[src/rtl/hz_pkg.sv]
// Shared definitions for the pipeline hazard scheduler:
// operand timing codes, forward selects and the scoreboard slot type.
package hz_pkg;

  localparam logic [1:0] TUSE_NONE = 2'd3;

  localparam logic [1:0] TNEW_LINK = 2'd0;
  localparam logic [1:0] TNEW_ALU  = 2'd1;
  localparam logic [1:0] TNEW_LOAD = 2'd2;

  localparam logic [1:0] FWD_RF = 2'd0;
  localparam logic [1:0] FWD_E  = 2'd1;
  localparam logic [1:0] FWD_M  = 2'd2;
  localparam logic [1:0] FWD_W  = 2'd3;

  typedef struct packed {
    logic [4:0] dst;
    logic [1:0] tnew;
  } slot_t;

  function automatic logic [1:0] tnew_dec(input logic [1:0] t);
    return (t == TNEW_LINK) ? TNEW_LINK : t - 2'd1;
  endfunction

endpackage

[src/rtl/hazard_sched_if.sv]
// Decode-stage hazard query and pipeline control bundle.
// master drives the D-stage fields, slave answers with controls.
interface hazard_sched_if;

  logic [4:0] d_rs;
  logic [4:0] d_rt;
  logic [1:0] d_tuse_rs;
  logic [1:0] d_tuse_rt;
  logic [4:0] d_dst;
  logic [1:0] d_tnew;
  logic       d_md_start;
  logic       d_md_div;
  logic       d_md_use;

  logic       pc_en;
  logic       d_en;
  logic       e_clr;
  logic [1:0] fwd_rs_d;
  logic [1:0] fwd_rt_d;
  logic       md_busy;

  modport master (
    output d_rs, d_rt, d_tuse_rs, d_tuse_rt,
    output d_dst, d_tnew,
    output d_md_start, d_md_div, d_md_use,
    input  pc_en, d_en, e_clr,
    input  fwd_rs_d, fwd_rt_d, md_busy
  );

  modport slave (
    input  d_rs, d_rt, d_tuse_rs, d_tuse_rt,
    input  d_dst, d_tnew,
    input  d_md_start, d_md_div, d_md_use,
    output pc_en, d_en, e_clr,
    output fwd_rs_d, fwd_rt_d, md_busy
  );

endinterface

[src/rtl/hz_slot.sv]
// One scoreboard entry: destination register and
// remaining result latency of an in-flight instruction.
module hz_slot
  import hz_pkg::*;
(
  input  logic  clk,
  input  logic  reset,
  input  logic  bubble,
  input  logic  dec,
  input  slot_t d,
  output slot_t q
);

  // Take the upstream entry, aging it when it moves down the pipe
  always_ff @(posedge clk) begin
    if (!reset) begin
      q <= '0;
    end else if (bubble) begin
      q <= '0;
    end else begin
      q.dst  <= d.dst;
      q.tnew <= dec ? tnew_dec(d.tnew) : d.tnew;
    end
  end

endmodule

[src/rtl/hazard_sched.sv]
// Stall, bubble and forward-select generation for the
// five-stage core, plus the mult/div busy countdown.
module hazard_sched
  import hz_pkg::*;
#(
  parameter int MULT_CYCLES = 5,
  parameter int DIV_CYCLES  = 10
) (
  input  logic           clk,
  input  logic           reset,
  hazard_sched_if.slave  hz
);

  localparam int MAXC =
    (MULT_CYCLES > DIV_CYCLES) ? MULT_CYCLES : DIV_CYCLES;
  localparam int CW = $clog2(MAXC + 1);
  localparam logic [CW-1:0] MULT_LD = CW'(MULT_CYCLES);
  localparam logic [CW-1:0] DIV_LD  = CW'(DIV_CYCLES);

  slot_t         d_slot;
  slot_t         e_q;
  slot_t         m_q;
  slot_t         w_q;
  logic          stall;
  logic          stall_rs;
  logic          stall_rt;
  logic          md_nz;
  logic [CW-1:0] md_cnt;
  logic [1:0]    fwd_rs;
  logic [1:0]    fwd_rt;

  function automatic logic hit(
    input logic [4:0] r,
    input logic [1:0] t,
    input slot_t      s
  );
    return (t != TUSE_NONE) && (r != 5'd0) &&
           (r == s.dst) && (s.tnew > t);
  endfunction

  function automatic logic ready(
    input logic [4:0] r,
    input slot_t      s
  );
    return (r != 5'd0) && (r == s.dst) &&
           (s.tnew == TNEW_LINK);
  endfunction

  function automatic logic [1:0] fwd_sel(
    input logic [4:0] r,
    input slot_t      e,
    input slot_t      m,
    input slot_t      w
  );
    logic [1:0] sel;
    sel = FWD_RF;
    if (ready(r, e))      sel = FWD_E;
    else if (ready(r, m)) sel = FWD_M;
    else if (ready(r, w)) sel = FWD_W;
    return sel;
  endfunction

  assign d_slot = '{dst: hz.d_dst, tnew: hz.d_tnew};

  hz_slot u_e (
    .clk    (clk),
    .reset  (reset),
    .bubble (stall),
    .dec    (1'b0),
    .d      (d_slot),
    .q      (e_q)
  );

  hz_slot u_m (
    .clk    (clk),
    .reset  (reset),
    .bubble (1'b0),
    .dec    (1'b1),
    .d      (e_q),
    .q      (m_q)
  );

  hz_slot u_w (
    .clk    (clk),
    .reset  (reset),
    .bubble (1'b0),
    .dec    (1'b1),
    .d      (m_q),
    .q      (w_q)
  );

  assign stall_rs = hit(hz.d_rs, hz.d_tuse_rs, e_q) |
                    hit(hz.d_rs, hz.d_tuse_rs, m_q);
  assign stall_rt = hit(hz.d_rt, hz.d_tuse_rt, e_q) |
                    hit(hz.d_rt, hz.d_tuse_rt, m_q);
  assign md_nz    = (md_cnt != '0);
  assign stall    = stall_rs | stall_rt |
                    (hz.d_md_use & md_nz);
  assign fwd_rs   = fwd_sel(hz.d_rs, e_q, m_q, w_q);
  assign fwd_rt   = fwd_sel(hz.d_rt, e_q, m_q, w_q);

  // Pipeline controls; reset forces free-running fetch with bubbles
  always_comb begin
    hz.pc_en    = ~stall;
    hz.d_en     = ~stall;
    hz.e_clr    = stall;
    hz.fwd_rs_d = fwd_rs;
    hz.fwd_rt_d = fwd_rt;
    hz.md_busy  = md_nz;
    if (!reset) begin
      hz.pc_en    = 1'b1;
      hz.d_en     = 1'b1;
      hz.e_clr    = 1'b1;
      hz.fwd_rs_d = FWD_RF;
      hz.fwd_rt_d = FWD_RF;
      hz.md_busy  = 1'b0;
    end
  end

  // Mult/div busy countdown, loaded when the op leaves D
  always_ff @(posedge clk) begin
    if (!reset) begin
      md_cnt <= '0;
    end else if (hz.d_md_start && !stall) begin
      md_cnt <= hz.d_md_div ? DIV_LD : MULT_LD;
    end else if (md_nz) begin
      md_cnt <= md_cnt - 1'b1;
    end
  end

endmodule

[src/flat_wrapper.sv]
// flat-port wrapper written by rule: the top's interface ports become plain ports
module hazard_sched_flat import hz_pkg::*;
#(
  parameter int MULT_CYCLES = 5,
  parameter int DIV_CYCLES  = 10
)
  (clk, reset, hz_d_rs, hz_d_rt, hz_d_tuse_rs, hz_d_tuse_rt, hz_d_dst, hz_d_tnew, hz_d_md_start, hz_d_md_div, hz_d_md_use, hz_pc_en, hz_d_en, hz_e_clr, hz_fwd_rs_d, hz_fwd_rt_d, hz_md_busy);
  hazard_sched_if hz_i ();
  input  logic clk;
  input  logic reset;
  input wire logic [$bits(hz_i.d_rs)-1:0] hz_d_rs;
  input wire logic [$bits(hz_i.d_rt)-1:0] hz_d_rt;
  input wire logic [$bits(hz_i.d_tuse_rs)-1:0] hz_d_tuse_rs;
  input wire logic [$bits(hz_i.d_tuse_rt)-1:0] hz_d_tuse_rt;
  input wire logic [$bits(hz_i.d_dst)-1:0] hz_d_dst;
  input wire logic [$bits(hz_i.d_tnew)-1:0] hz_d_tnew;
  input wire logic [$bits(hz_i.d_md_start)-1:0] hz_d_md_start;
  input wire logic [$bits(hz_i.d_md_div)-1:0] hz_d_md_div;
  input wire logic [$bits(hz_i.d_md_use)-1:0] hz_d_md_use;
  output wire logic [$bits(hz_i.pc_en)-1:0] hz_pc_en;
  output wire logic [$bits(hz_i.d_en)-1:0] hz_d_en;
  output wire logic [$bits(hz_i.e_clr)-1:0] hz_e_clr;
  output wire logic [$bits(hz_i.fwd_rs_d)-1:0] hz_fwd_rs_d;
  output wire logic [$bits(hz_i.fwd_rt_d)-1:0] hz_fwd_rt_d;
  output wire logic [$bits(hz_i.md_busy)-1:0] hz_md_busy;
  assign hz_i.d_rs = hz_d_rs;
  assign hz_i.d_rt = hz_d_rt;
  assign hz_i.d_tuse_rs = hz_d_tuse_rs;
  assign hz_i.d_tuse_rt = hz_d_tuse_rt;
  assign hz_i.d_dst = hz_d_dst;
  assign hz_i.d_tnew = hz_d_tnew;
  assign hz_i.d_md_start = hz_d_md_start;
  assign hz_i.d_md_div = hz_d_md_div;
  assign hz_i.d_md_use = hz_d_md_use;
  assign hz_pc_en = hz_i.pc_en;
  assign hz_d_en = hz_i.d_en;
  assign hz_e_clr = hz_i.e_clr;
  assign hz_fwd_rs_d = hz_i.fwd_rs_d;
  assign hz_fwd_rt_d = hz_i.fwd_rt_d;
  assign hz_md_busy = hz_i.md_busy;
  hazard_sched #(.MULT_CYCLES(MULT_CYCLES), .DIV_CYCLES(DIV_CYCLES)) u_core (.clk(clk), .reset(reset), .hz(hz_i));
endmodule
[config.mk]
export PLATFORM = sky130hd
export DESIGN_NAME = hazard_sched_flat
export DESIGN_NICKNAME = d
export VERILOG_FILES = /design/src/rtl/hz_pkg.sv /design/src/rtl/hazard_sched_if.sv /design/src/rtl/hz_slot.sv /design/src/rtl/hazard_sched.sv /design/src/flat_wrapper.sv
export SDC_FILE = /design/constraint.sdc
export NUM_CORES = 1
export LEC_CHECK = 0
export ABC_AREA = 1
export ABC_CLOCK_PERIOD_IN_PS = 2400
export CAP_MARGIN = 20
export CORE_MARGIN = 3
export CORE_UTILIZATION = 30
export CTS_CLUSTER_SIZE = 8
export DETAILED_ROUTE_END_ITERATION = 7
export PLACE_DENSITY = 0.62
export SYNTH_ARGS = -nofsm -noshare
export SYNTH_HDL_FRONTEND = slang
export SYNTH_SLANG_ARGS = --single-unit
[constraint.sdc]
create_clock -name clk -period 2.4 [get_ports clk]
set_input_delay 0.36 -clock clk [delete_from_list [all_inputs] [get_ports clk]]
set_output_delay 0.36 -clock clk [all_outputs]
set_load 0.03 [all_outputs]
Word-level counts from Yosys, hierarchy flattened
Index checks and enable logic that the tools add are counted.
{ "totals": {"regBits": 25, "latchBits": 0, "mem_bits_rw": 0, "rom_bits": 0, "inputBits": 26, "out_inout_bits": 8, "wordCells": 77, "n_memories": 0} }
{ "op_classes": {"add_sub_neg": 3, "multipliers": 0, "div": 0, "order_cmp": 4, "eq_ne": 8, "n_shift": 0, "muxes": 14, "bitwise": 7, "reduce_logical": 34} }
{ "ops": {"columns": ["operator", "count"], "rows": [
  ["5-bit == test", 6],
  ["1-bit logical AND", 23],
  ["2-bit 2-to-1 mux", 8],
  ["4-bit 2-to-1 mux", 3],
  ["5-bit nonzero test", 2],
  ["2-bit > comparator", 4],
  ["2-bit zero test", 3],
  ["2-bit OR reduction", 3],
  ["2-bit != test, second input constant", 2],
  ["1-bit OR", 4],
  ["4-bit nonzero test", 1],
  ["2-bit by 1-bit subtractor with 2-bit output, second input constant", 2],
  ["4-bit by 1-bit subtractor with 4-bit output, second input constant", 1],
  ["1-bit 2-to-1 mux", 3],
  ["1-bit inverter", 2],
  ["2-bit nonzero test", 1],
  ["1-bit AND", 1],
  ["1-bit zero test", 1]
]} }

Longest topological paths before layout
Gate-level depths: netlist of the first run.
{ "logic_depth": {"depth_word": 10, "ltp_mapped": 12, "depth_no_buf": 12} }

Hierarchy
Synthesis of the first run repeated with hierarchy kept, for this count alone.
{ "unflattened": {"hier_cells": 270, "hier_area_um2": 1841.8} }
{ "modules_own_cells": {"columns": ["mod", "n_inst", "cells_per_inst", "area_per_inst_um2", "seq_area_each_um2"], "rows": [
  ["hazard_sched", 1, 186, 1113.6, 80.1],
  ["hz_slot", 3, 28, 242.7, 140.1]
]} }

Least setup slack after synthesis of the first run
OpenSTA, ideal clock, no wires.
{ "synth_path": {"path_kind": "input port to output port", "start": "in hz_d_tuse_rt[1]", "end": "out hz_pc_en", "t_arrival_ns": 1.657, "required_ns": 2.040, "slack_ns": 0.383, "cell_stages": 9, "path_buffers": 1, "cell_sequence": "inv_1 -> ha_1 -> a22oi_1 -> nand4_1 -> nand2_2 -> nor2_8 -> nand2_1 -> nand2_1 -> buf_4"} }
{ "synth_via": {"elab_chain_cells": 9, "word_cells_on_any_way": 13, "classes_between": "order compare: 2; eq/ne: 1; mux: 1; bitwise: 4; reduce/logical: 5"} }
{ "synth_rtl": {"columns": ["element", "line", "text"], "rows": [
  ["from (decl)", "flat_wrapper.sv:14", "input wire logic [$bits(hz_i.d_tuse_rt)-1:0] hz_d_tuse_rt;"],
  ["2-bit != test", "hazard_sched.sv:37", "return (t != TUSE_NONE) && (r != 5'd0) &&"],
  ["1-bit logical AND (2 in series)", "hazard_sched.sv:37", null],
  ["1-bit logical AND", "hazard_sched.sv:38", "(r == s.dst) && (s.tnew > t);"],
  ["1-bit OR *", "hazard_sched.sv:94", "assign stall_rt = hit(hz.d_rt, hz.d_tuse_rt, e_q) |"],
  ["1-bit OR * (2 in series)", "hazard_sched.sv:97", "assign stall = stall_rs | stall_rt |"],
  ["1-bit inverter *", null, null],
  ["1-bit 2-to-1 mux *", null, null],
  ["to (decl)", "flat_wrapper.sv:20", "output wire logic [$bits(hz_i.pc_en)-1:0] hz_pc_en;"]
]} }
Mark *: on every way between the ends. The rest lies on a longest branch, timed or not.

Worst setup path in the final report of the first run
{ "layout_path": {"start": "in hz_d_tuse_rs[1]", "end": "out hz_d_en"} }
{ "layout_via": {"elab_chain_cells": 9, "word_cells_on_any_way": 13, "classes_between": "order compare: 2; eq/ne: 1; mux: 1; bitwise: 4; reduce/logical: 5"} }
{ "layout_rtl": {"columns": ["element", "line", "text"], "rows": [
  ["from (decl)", "flat_wrapper.sv:13", "input wire logic [$bits(hz_i.d_tuse_rs)-1:0] hz_d_tuse_rs;"],
  ["2-bit != test", "hazard_sched.sv:37", null],
  ["1-bit logical AND (2 in series)", "hazard_sched.sv:37", null],
  ["1-bit logical AND", "hazard_sched.sv:38", null],
  ["1-bit OR *", "hazard_sched.sv:92", "assign stall_rs = hit(hz.d_rs, hz.d_tuse_rs, e_q) |"],
  ["1-bit OR * (2 in series)", "hazard_sched.sv:97", null],
  ["1-bit inverter *", "hazard_sched.sv:105", "hz.d_en = ~stall;"],
  ["1-bit 2-to-1 mux *", "hazard_sched.sv:110", "if (!reset) begin"],
  ["to (decl)", "flat_wrapper.sv:21", "output wire logic [$bits(hz_i.d_en)-1:0] hz_d_en;"]
]} }
Marks and branches as above.

==> results of run 1 <==
## per-stage QoR
stage                     util [%]  instance area (sq um)  total power (uW)
after floorplan                  -                   1688              1043
after global placement       39.84                   2100              1230
after detailed placement     39.84                   2100              1250
after CTS                    40.69                   2145              1507
after global routing         42.05                   2216              1630
final                        42.05                   2216              1508
## power groups by stage
stage	Sequential, uW	Combinational (uW)	Clock [uW]
after floorplan	535	507	0
after global placement	547	683	0
after detailed placement	551	699	0
after CTS	541	701	265
after global routing	553	795	281
final	543	714	252
## kinds of logic (layout without fill, tap and decap cells)
group	count (synthesis)	in the layout	share of synthesized area, %
adders and majority gates	11	11	8.154
xor gates and xnor gates	22	22	11.42
buffers and inverters	56	94	12.75
DFF	25	25	29.65
and+or+nand+nor	108	108	31.13
AOI/OAI and AO/OA	18	18	6.895
## registers in the layout, summed over array words and instances (netlist names)
signal         cells
u_core.md_cnt      4
u_core.u_e.q       7
u_core.u_w.q       7
u_core.u_m.q       7
## cell type report
type                       count  area, sq um  share of cell area (%)
multi-input combinational    159         1026                   46.30
sequential                    25        500.5                   22.59
timing repair buffer          37        357.8                   16.15
inverter                      53        198.9                   8.978
tap                           70        87.58                   3.953
clock buffer                   4        45.04                   2.033
## what timing repair did
item                                    4_1_cts  5_1_grt
resized for setup                             0       18
endpoints found under the setup margin        0        7
hold buffers                                  0        0
## routing by layer
metal	global-route usage (%)	share of wire [%]	up-vias
met5	0	0	-
met4	4.054	0.63	0
met3	2.217	4.4	2
met2	21.84	46	27
met1	15.97	49	643
li1	-	-	814
## cells in the final DEF (no fill, tap or decap), types with 2 or more instances in the layout
cell type        Yosys  routed
a21oi_1              6       5
a21oi_2              2       3
a22oi_1              4       2
a22oi_2              0       2
buf_4                1      12
clkbuf_8             0       3
clkdlybuf4s50_1      0      18
dfxtp_1             25      25
dlymetal6s2s_1       0       7
ha_1                11       9
ha_4                 0       2
inv_1               50      48
inv_2                2       4
nand2_1             52      52
nand2_2              4       4
nand3_1              6       6
nand3_2              2       2
nand4_1              7       7
nor2_1              21      19
nor2_2               2       4
nor3_1               7       5
nor3_2               0       2
o21ai_0              2       2
or2_2                3       3
xnor2_1              8       8
xor2_1              14      14
## how the worst max path moves through the flow
stage                     end            start
2_1_floorplan        hz_pc_en  hz_d_tuse_rt[1]
3_3_place_gp   hz_fwd_rs_d[1]       hz_d_rs[0]
3_5_place_dp          hz_d_en  hz_d_tuse_rt[1]
4_1_cts               hz_d_en  hz_d_tuse_rt[1]
5_1_grt        hz_fwd_rs_d[1]       hz_d_rs[4]
6_report              hz_d_en  hz_d_tuse_rs[1]
==> impl_results.md, run 1 <==
* Pwr Density at 680.6 nW/um^2
* Comb pwr share at 47.3%
* Internal power at 913.0 uW
* Hold WC Path Type: flop to flop
* Hold path depth at 1
* Mapped Area at 1688 sq um
* Core ar. at 5270 sq um
* Switch share at 39.46%
* Area contributors post-synth: dfxtp_1, nand2_1, inv_1
* Initial antenna violation count at 0
* Layout Skew at 3.615 ps
* Gr ovfl total at 0
* Hpwl dp at 3.231 mm
* Worst skew pair latency at 270 ps
* Final Non-Filler Cells at 348
* Reg2reg setup slack at 570 ps
* Commonest cells in the netlist: nand2_1, inv_1, dfxtp_1
* Routed vias at 1486
* Crit-path most repeated cell: nand2_1
* Startpoint types: input pin
* P_sw at 595.2 uW
* Final setup vio count at 0
* IO Count at 34
* Ratio of cells with drive above 1 in the final layout at 15.83%
* Syn Inst Count at 240
* Worst hold path endpoint: u_core.u_m.q[0]
* Max IR drop VDD at 0.4014 mV
* ANT nets after route at 0
* Dpl ws at 1.471 ps
* Max-slew violations at 0
* CTS tree: built
* Count leader, synth: nand2_1
* Via density at 4.270
* Inst Count DP at 344
* Total track usage at 12.68%
* CP endpoint kind: primary output
* Worst slew pin tran at 331.2 ps
* Sequential cell area fraction in the yosys report at 29.65%
* Buf+Inv Stages, Crit Path at 3
* R2R Path Start: u_core.md_cnt[0]
* Routability cong. at 0.8151
* Critical Path Fanout Max at 3
* P&R area growth vs syn at 31.28%
* Largest net degree at the start of global routing at 15
* Clk pwr share at 16.7%
* Post-synth EDFFs at 0
* Layout fillers at 555
* CP arrival at 1950 ps
* Synth Net Count at 277
* Clock tree buffer depth at 2
* MaxCap Viol Count at 0
* Vias in the first global route at 1440
* Worst hold margin at 428.8 ps
* Run status: completed
* Largest area contributor in the netlist: dfxtp_1
* Slew Limit Headroom at 77.78%
* Primary FF master, synth: dfxtp_1
* Remaining DRCs at 0
* Sink Count at 25
* DRT iter0 DRCs at 57
* Row cnt at 26
* CTS root buffer: clkbuf_8
* Slowest CP cell: clkdlybuf4s50_1
* Number of detailed-route iterations in the first pass at 4
* WL/cell at 11.32 um
* Syn. warnings at 0
* WL final at 3.938 mm
* HP Start: u_core.u_e.q[0]
* Post-synth ARST share at 0%
* Nets@finish at 316
* Setup Buffers After CTS at 0
* CP top delay family: buffers and inverters
* First-pass GRT wire length at 6.506 mm
* Critical path depth in cells at 11
* Seq cells post-synth at 25
* Critical path cell sequence: clkdlybuf4s50_1, inv_1, ha_1, nand2_1, a22oi_2, nand4_1, nand2_1, nand2_2, nand2_1, nand2_1, buf_4
* Fmax achieved at 432.2 MHz
* Worst r2r path cells at 13
* Fin crit share at 96.41%
* Yosys cell types at 31
* Critical Path Max Stage Delay at 480 ps
* I/O Buffers at 33
* Setup TNS at 0 ps
* Post-synth top area share at 29.65%
* CTS buffer count at 3
* Reg power frac at 36.0%
* H-tree depth at 1
* Worst setup margin at 86.18 ps
* Data required time of the worst path at 2040 ps
* RSZ-0062 raised after global routing: yes
* FF-to-FF End: u_core.md_cnt[1]
* Mean post-synth cell area at 7.033 sq um
* Count of final hold-check violations at 0
* # diodes at 0
* Critical path class: input pin to primary output
* Die Width at 81.01 um
* P_leak at 0.001146 uW
* Die ar. at 6563 sq um
* Clock-pin slew on the worst setup and hold paths at 90 ps
* Min Clock Period, post-route at 2314 ps
* Initial Util at 32.03%
* Die H at 81.01 um
No activity file was read; power rests on OpenSTA's default activity.
==> inputs of run 2 (changes only) <==
- REMOVE_ABC_BUFFERS: unset -> 1
==> impl_results.md, run 2 (synthesis results as in run 1) <==
* Hold_buf cts at 0
* Reg2reg setup slack at 620 ps
* Biggest regs: u_core.u_e.q x7, u_core.u_m.q x7, u_core.u_w.q x7
* Number of detailed-route iterations in the first pass at 6
* CP arrival at 1970 ps
* Final Non-Filler Cells at 350
* Layout fillers at 572
* Run status: completed
* Critical path class: input pin to primary output
* Buf+Inv Stages, Crit Path at 3
* First-pass GRT wire length at 6.313 mm
* Min Clock Period, post-route at 2329 ps
* Finished Core Util at 42.59%
* Gr ovfl total at 0
* Nets@finish at 318
* Worst r2r path cells at 13
* Initial Util at 32.03%
* Critical path depth in cells at 11
* Routability cong. at 0.8717
* Critical Path Fanout Max at 3
* Fmax achieved at 429.4 MHz
* DRT iter0 DRCs at 47
* Worst skew pair latency at 270 ps
* Slew Limit Headroom at 79.36%
* Via density at 4.283
* Max-slew violations at 0
* Largest net degree at the start of global routing at 15
* CP endpoint kind: primary output
* # diodes at 0
* MaxCap Viol Count at 0
* IO Count at 34
* Hold WC Path Type: flop to flop
* H-tree depth at 1
* Remaining DRCs at 0
* WL/cell at 11.03 um
* Layout Skew at 4.921 ps
* Routed vias at 1499
* Area of the multi-input gates at 1039 sq um
* Total track usage at 12.32%
* Setup TNS at 0 ps
* Register Area at 500.5 sq um
* I/O Buffers at 33
* P_leak at 0.001133 uW
* Clock tree buffer depth at 2
* Fin crit share at 97.04%
* Ratio of cells with drive above 1 in the final layout at 17.50%
* Hpwl dp at 3.121 mm
* ANT nets after route at 0
* Clock-pin slew on the worst setup and hold paths at 90 ps
* CTS buffer count at 3
* CP top delay family: buffers and inverters
* Inst Count DP at 346
* Vias in the first global route at 1388
* Worst slew pin tran at 307.7 ps
* Critical path cell sequence: clkdlybuf4s50_1, inv_2, ha_4, nand2_1, a22oi_1, nand4_1, nand2_2, nor2_8, nand2_1, nand2_2, buf_6
* Startpoint types: input pin
* Sink Count at 25
* Die Width at 81.01 um
* Setup Buffers After CTS at 0
* Count of final hold-check violations at 0
* P&R area growth vs syn at 32.99%
* Die ar. at 6563 sq um
* WL final at 3.860 mm
* Most common cell after layout, fill and taps aside: nand2_1
* Critical Path Max Stage Delay at 500 ps
* FF-to-FF End: u_core.md_cnt[1]
* Data required time of the worst path at 2040 ps
* Max IR drop VDD at 0.3806 mV
* Pwr Density at 679.7 nW/um^2
* R2R Path Start: u_core.md_cnt[0]
* Final setup vio count at 0
* Worst hold path endpoint: u_core.u_m.q[0]
* Hold path depth at 1
* Core ar. at 5270 sq um
* CTS root buffer: clkbuf_8
* Most frequent cells in the layout: nand2_1, inv_1, dfxtp_1
* Slowest CP cell: clkdlybuf4s50_1
* Die H at 81.01 um
* CTS tree: built
* Row cnt at 26
* HP Start: u_core.u_e.q[0]
* Initial antenna violation count at 0
==> run 2: cell types whose count changed in the layout (fill, tap and decap cells not counted), sizes merged <==
cell and change:
clkbuf -1, clkinv +1, clkdlybuf4s50 +3, buf +2, dlymetal6s2s -3
==> run 2: worst max path at each step <==
stage / endpoint / slack [ps] / from
after detailed placement: hz_d_en / -40 / hz_d_tuse_rs[1]
final: hz_d_en / 70 / hz_d_tuse_rt[1]
after global placement: hz_d_en / -3 / hz_d_tuse_rs[1]
after floorplan: hz_fwd_rt_d[0] / 430 / u_core.u_w.q[1]
after CTS: hz_d_en / 5 / hz_d_tuse_rs[1]
after global routing: hz_d_en / -6 / hz_d_rt[0]
==> run 2: what timing repair did <==
action,CTS,global route
pin swaps,1,7
resized for setup,2,17
endpoints found under the setup margin,3,6
==> run 2: cell type report <==
class                           count  share of cell area [%]
Sequential cell                    25                   22.30
Clock inverter                      1                  0.2230
Clock buffer                        3                   1.839
Inverter                           53                   8.863
Tap cell                           70                   3.902
Multi-Input combinational cell    159                   46.27
Timing Repair Buffer               39                   16.61
==> run 2: report_power, final <==
| part | switching (uW) | leakage (uW) | internal (uW) |
|---|---|---|---|
| Sequential | 58.3 | 0.000205 | 485 |
| Combinational | 402 | 0.000902 | 320 |
| Clock | 143 | 0.0000255 | 116 |
==> run 2: routing by layer <==
metal,vias up,global-route usage (%),part of all wire [%],routed length (um)
met4,0,3.209,0.88,34
met5,-,0,0,0
met2,24,21.10,50,1913
li1,817,-,-,-
met1,654,16.23,46,1787
met3,4,1.663,3.2,125
==> run 2: metrics by stage <==
stage | setup slack (ps) | total power [uW] | hold WS, ps | cell area [sq um]
after global routing | -6.042 | 1657 | 456.0 | 2245
after detailed placement | -39.90 | 1246 | 411.8 | 2115
after CTS | 4.839 | 1517 | 428.6 | 2178
after global placement | -2.640 | 1237 | 421.2 | 2115
after floorplan | 427.7 | 1033 | 401.3 | 1672
final | 71.04 | 1526 | 427.5 | 2245
==> inputs of run 3 (changes only) <==
- CORE_MARGIN: 3 -> unset
==> impl_results.md, run 3 (synthesis results as in run 1) <==
* Reg2reg setup slack at 640 ps
* Run status: completed
* Hold path depth at 1
* Data required time of the worst path at 2040 ps
* Biggest regs: u_core.u_e.q x7, u_core.u_m.q x7, u_core.u_w.q x7
* Hold WC Path Type: flop to flop
* Startpoint types: input pin
* Row cnt at 26
* Critical path class: input pin to primary output
* Max IR drop VDD at 0.3582 mV
* WL/cell at 11.15 um
* Max-slew violations at 0
* Sink Count at 25
* CTS buffer count at 3
* Critical Path Fanout Max at 3
* Layout Skew at 7.636 ps
* Worst hold path endpoint: u_core.u_m.q[0]
* CTS root buffer: clkbuf_8
* HP Start: u_core.u_e.q[0]
* Critical Path Max Stage Delay at 450 ps
* Most frequent cells in the layout: nand2_1, inv_1, dfxtp_1
* Initial Util at 32.03%
* Total track usage at 13.14%
* Final setup vio count at 0
* Largest net degree at the start of global routing at 15
* Die H at 77.01 um
* CP arrival at 1910 ps
* ANT nets after route at 0
* Pwr Density at 680.6 nW/um^2
* Worst hold margin at 428.2 ps
* FF-to-FF End: u_core.md_cnt[2]
* Finished Core Util at 42.90%
* Number of detailed-route iterations in the first pass at 4
* Hpwl dp at 3.134 mm
* Vias in the first global route at 1408
* P_leak at 0.001138 uW
* Fin crit share at 94.47%
* CP endpoint kind: primary output
* Die Width at 77.01 um
* Remaining DRCs at 0
* Clock tree buffer depth at 2
* First-pass GRT wire length at 6.285 mm
* I/O Buffers at 33
* MaxCap Viol Count at 0
* Worst setup margin at 132.8 ps
* H-tree depth at 1
* Ratio of cells with drive above 1 in the final layout at 17.50%
* Worst skew pair latency at 270 ps
* Count of final hold-check violations at 0
* Die ar. at 5931 sq um
* Clock-pin slew on the worst setup and hold paths at 100 ps
* DRT iter0 DRCs at 66
* Dpl ws at 15.64 ps
* Worst slew pin tran at 291.7 ps
* Routability cong. at 0.7773
* Slew Limit Headroom at 80.44%
* IO Count at 34
* Worst r2r path cells at 13
* WL final at 3.902 mm
* Hold_buf cts at 0
* # diodes at 0
* CTS tree: built
* Critical path cell sequence: clkdlybuf4s50_1, ha_1, a22oi_2, nand4_1, nand2_1, nand2_2, nand2_1, nand2_2, buf_6
* Gr ovfl total at 0
* Core ar. at 5270 sq um
* P&R area growth vs syn at 33.95%
* Slowest CP cell: clkdlybuf4s50_1
* Most common cell after layout, fill and taps aside: nand2_1
* R2R Path Start: u_core.md_cnt[0]
* Fmax achieved at 441.1 MHz
* Via density at 4.311
* Nets@finish at 318
* Routed vias at 1509
* Buf+Inv Stages, Crit Path at 2
* Initial antenna violation count at 0
* Min Clock Period, post-route at 2267 ps
* CP top delay family: buffers and inverters
run 3: worst register-to-register path, delay by kind of cell (launching register included):
kind | cells | cell delay (ps)
buffers and inverters | 4 | 390
DFF | 1 | 320
adders and majority gates | 1 | 190
AOI/OAI and AO/OA | 1 | 100
and+or+nand+nor | 7 | 700
run 3: per-stage QoR:
step                total power (uW)  TNS [ps]  cell area (sq um)  std cells
floorplan                       1033         0               1672        237
global placement                1237         0               2115        346
detailed placement              1246         0               2115        346
CTS                             1514         0               2160        350
global route                    1662    -1.050               2261        350
finish                          1539         0               2261        350
run 3: what timing repair did:
| item | in CTS | in global routing |
|---|---|---|
| setup buffers | 0 | 0 |
| setup endpoints to repair | 0 | 7 |
| resized for setup | 0 | 21 |
run 3: worst max-delay path by stage:
stage                    start              to  cells past startpoint
2_1_floorplan  u_core.u_w.q[1]  hz_fwd_rt_d[0]                      5
3_3_place_gp   hz_d_tuse_rs[1]         hz_d_en                     10
3_5_place_dp        hz_d_rt[0]         hz_d_en                     11
4_1_cts             hz_d_rt[0]         hz_d_en                     11
5_1_grt             hz_d_rs[0]  hz_fwd_rs_d[1]                     10
6_report       hz_d_tuse_rs[0]         hz_d_en                      9
run 3: power breakdown:
part | total [uW] | internal, uW | switching [uW]
clock | 265 | 119 | 146
combinational | 729 | 325 | 404
sequential | 545 | 485 | 59.4
run 3: layout make-up:
cell class / instances / area (sq um)
timing repair buffer: 39 / 375.4
multi-input combinational: 159 / 1054
clock buffer: 4 / 45.04
sequential: 25 / 500.5
tap: 70 / 87.58
inverter: 53 / 198.9
fill: 568 / 3009
run 3: per-layer routing:
layer  wire, um  global-route usage [%]  share of wire [%]
met1       1850                   16.55                 47
met4         21                   3.396               0.54
met5          0                       0                  0
met2       1892                   23.39                 48
met3        138                   1.667                3.5
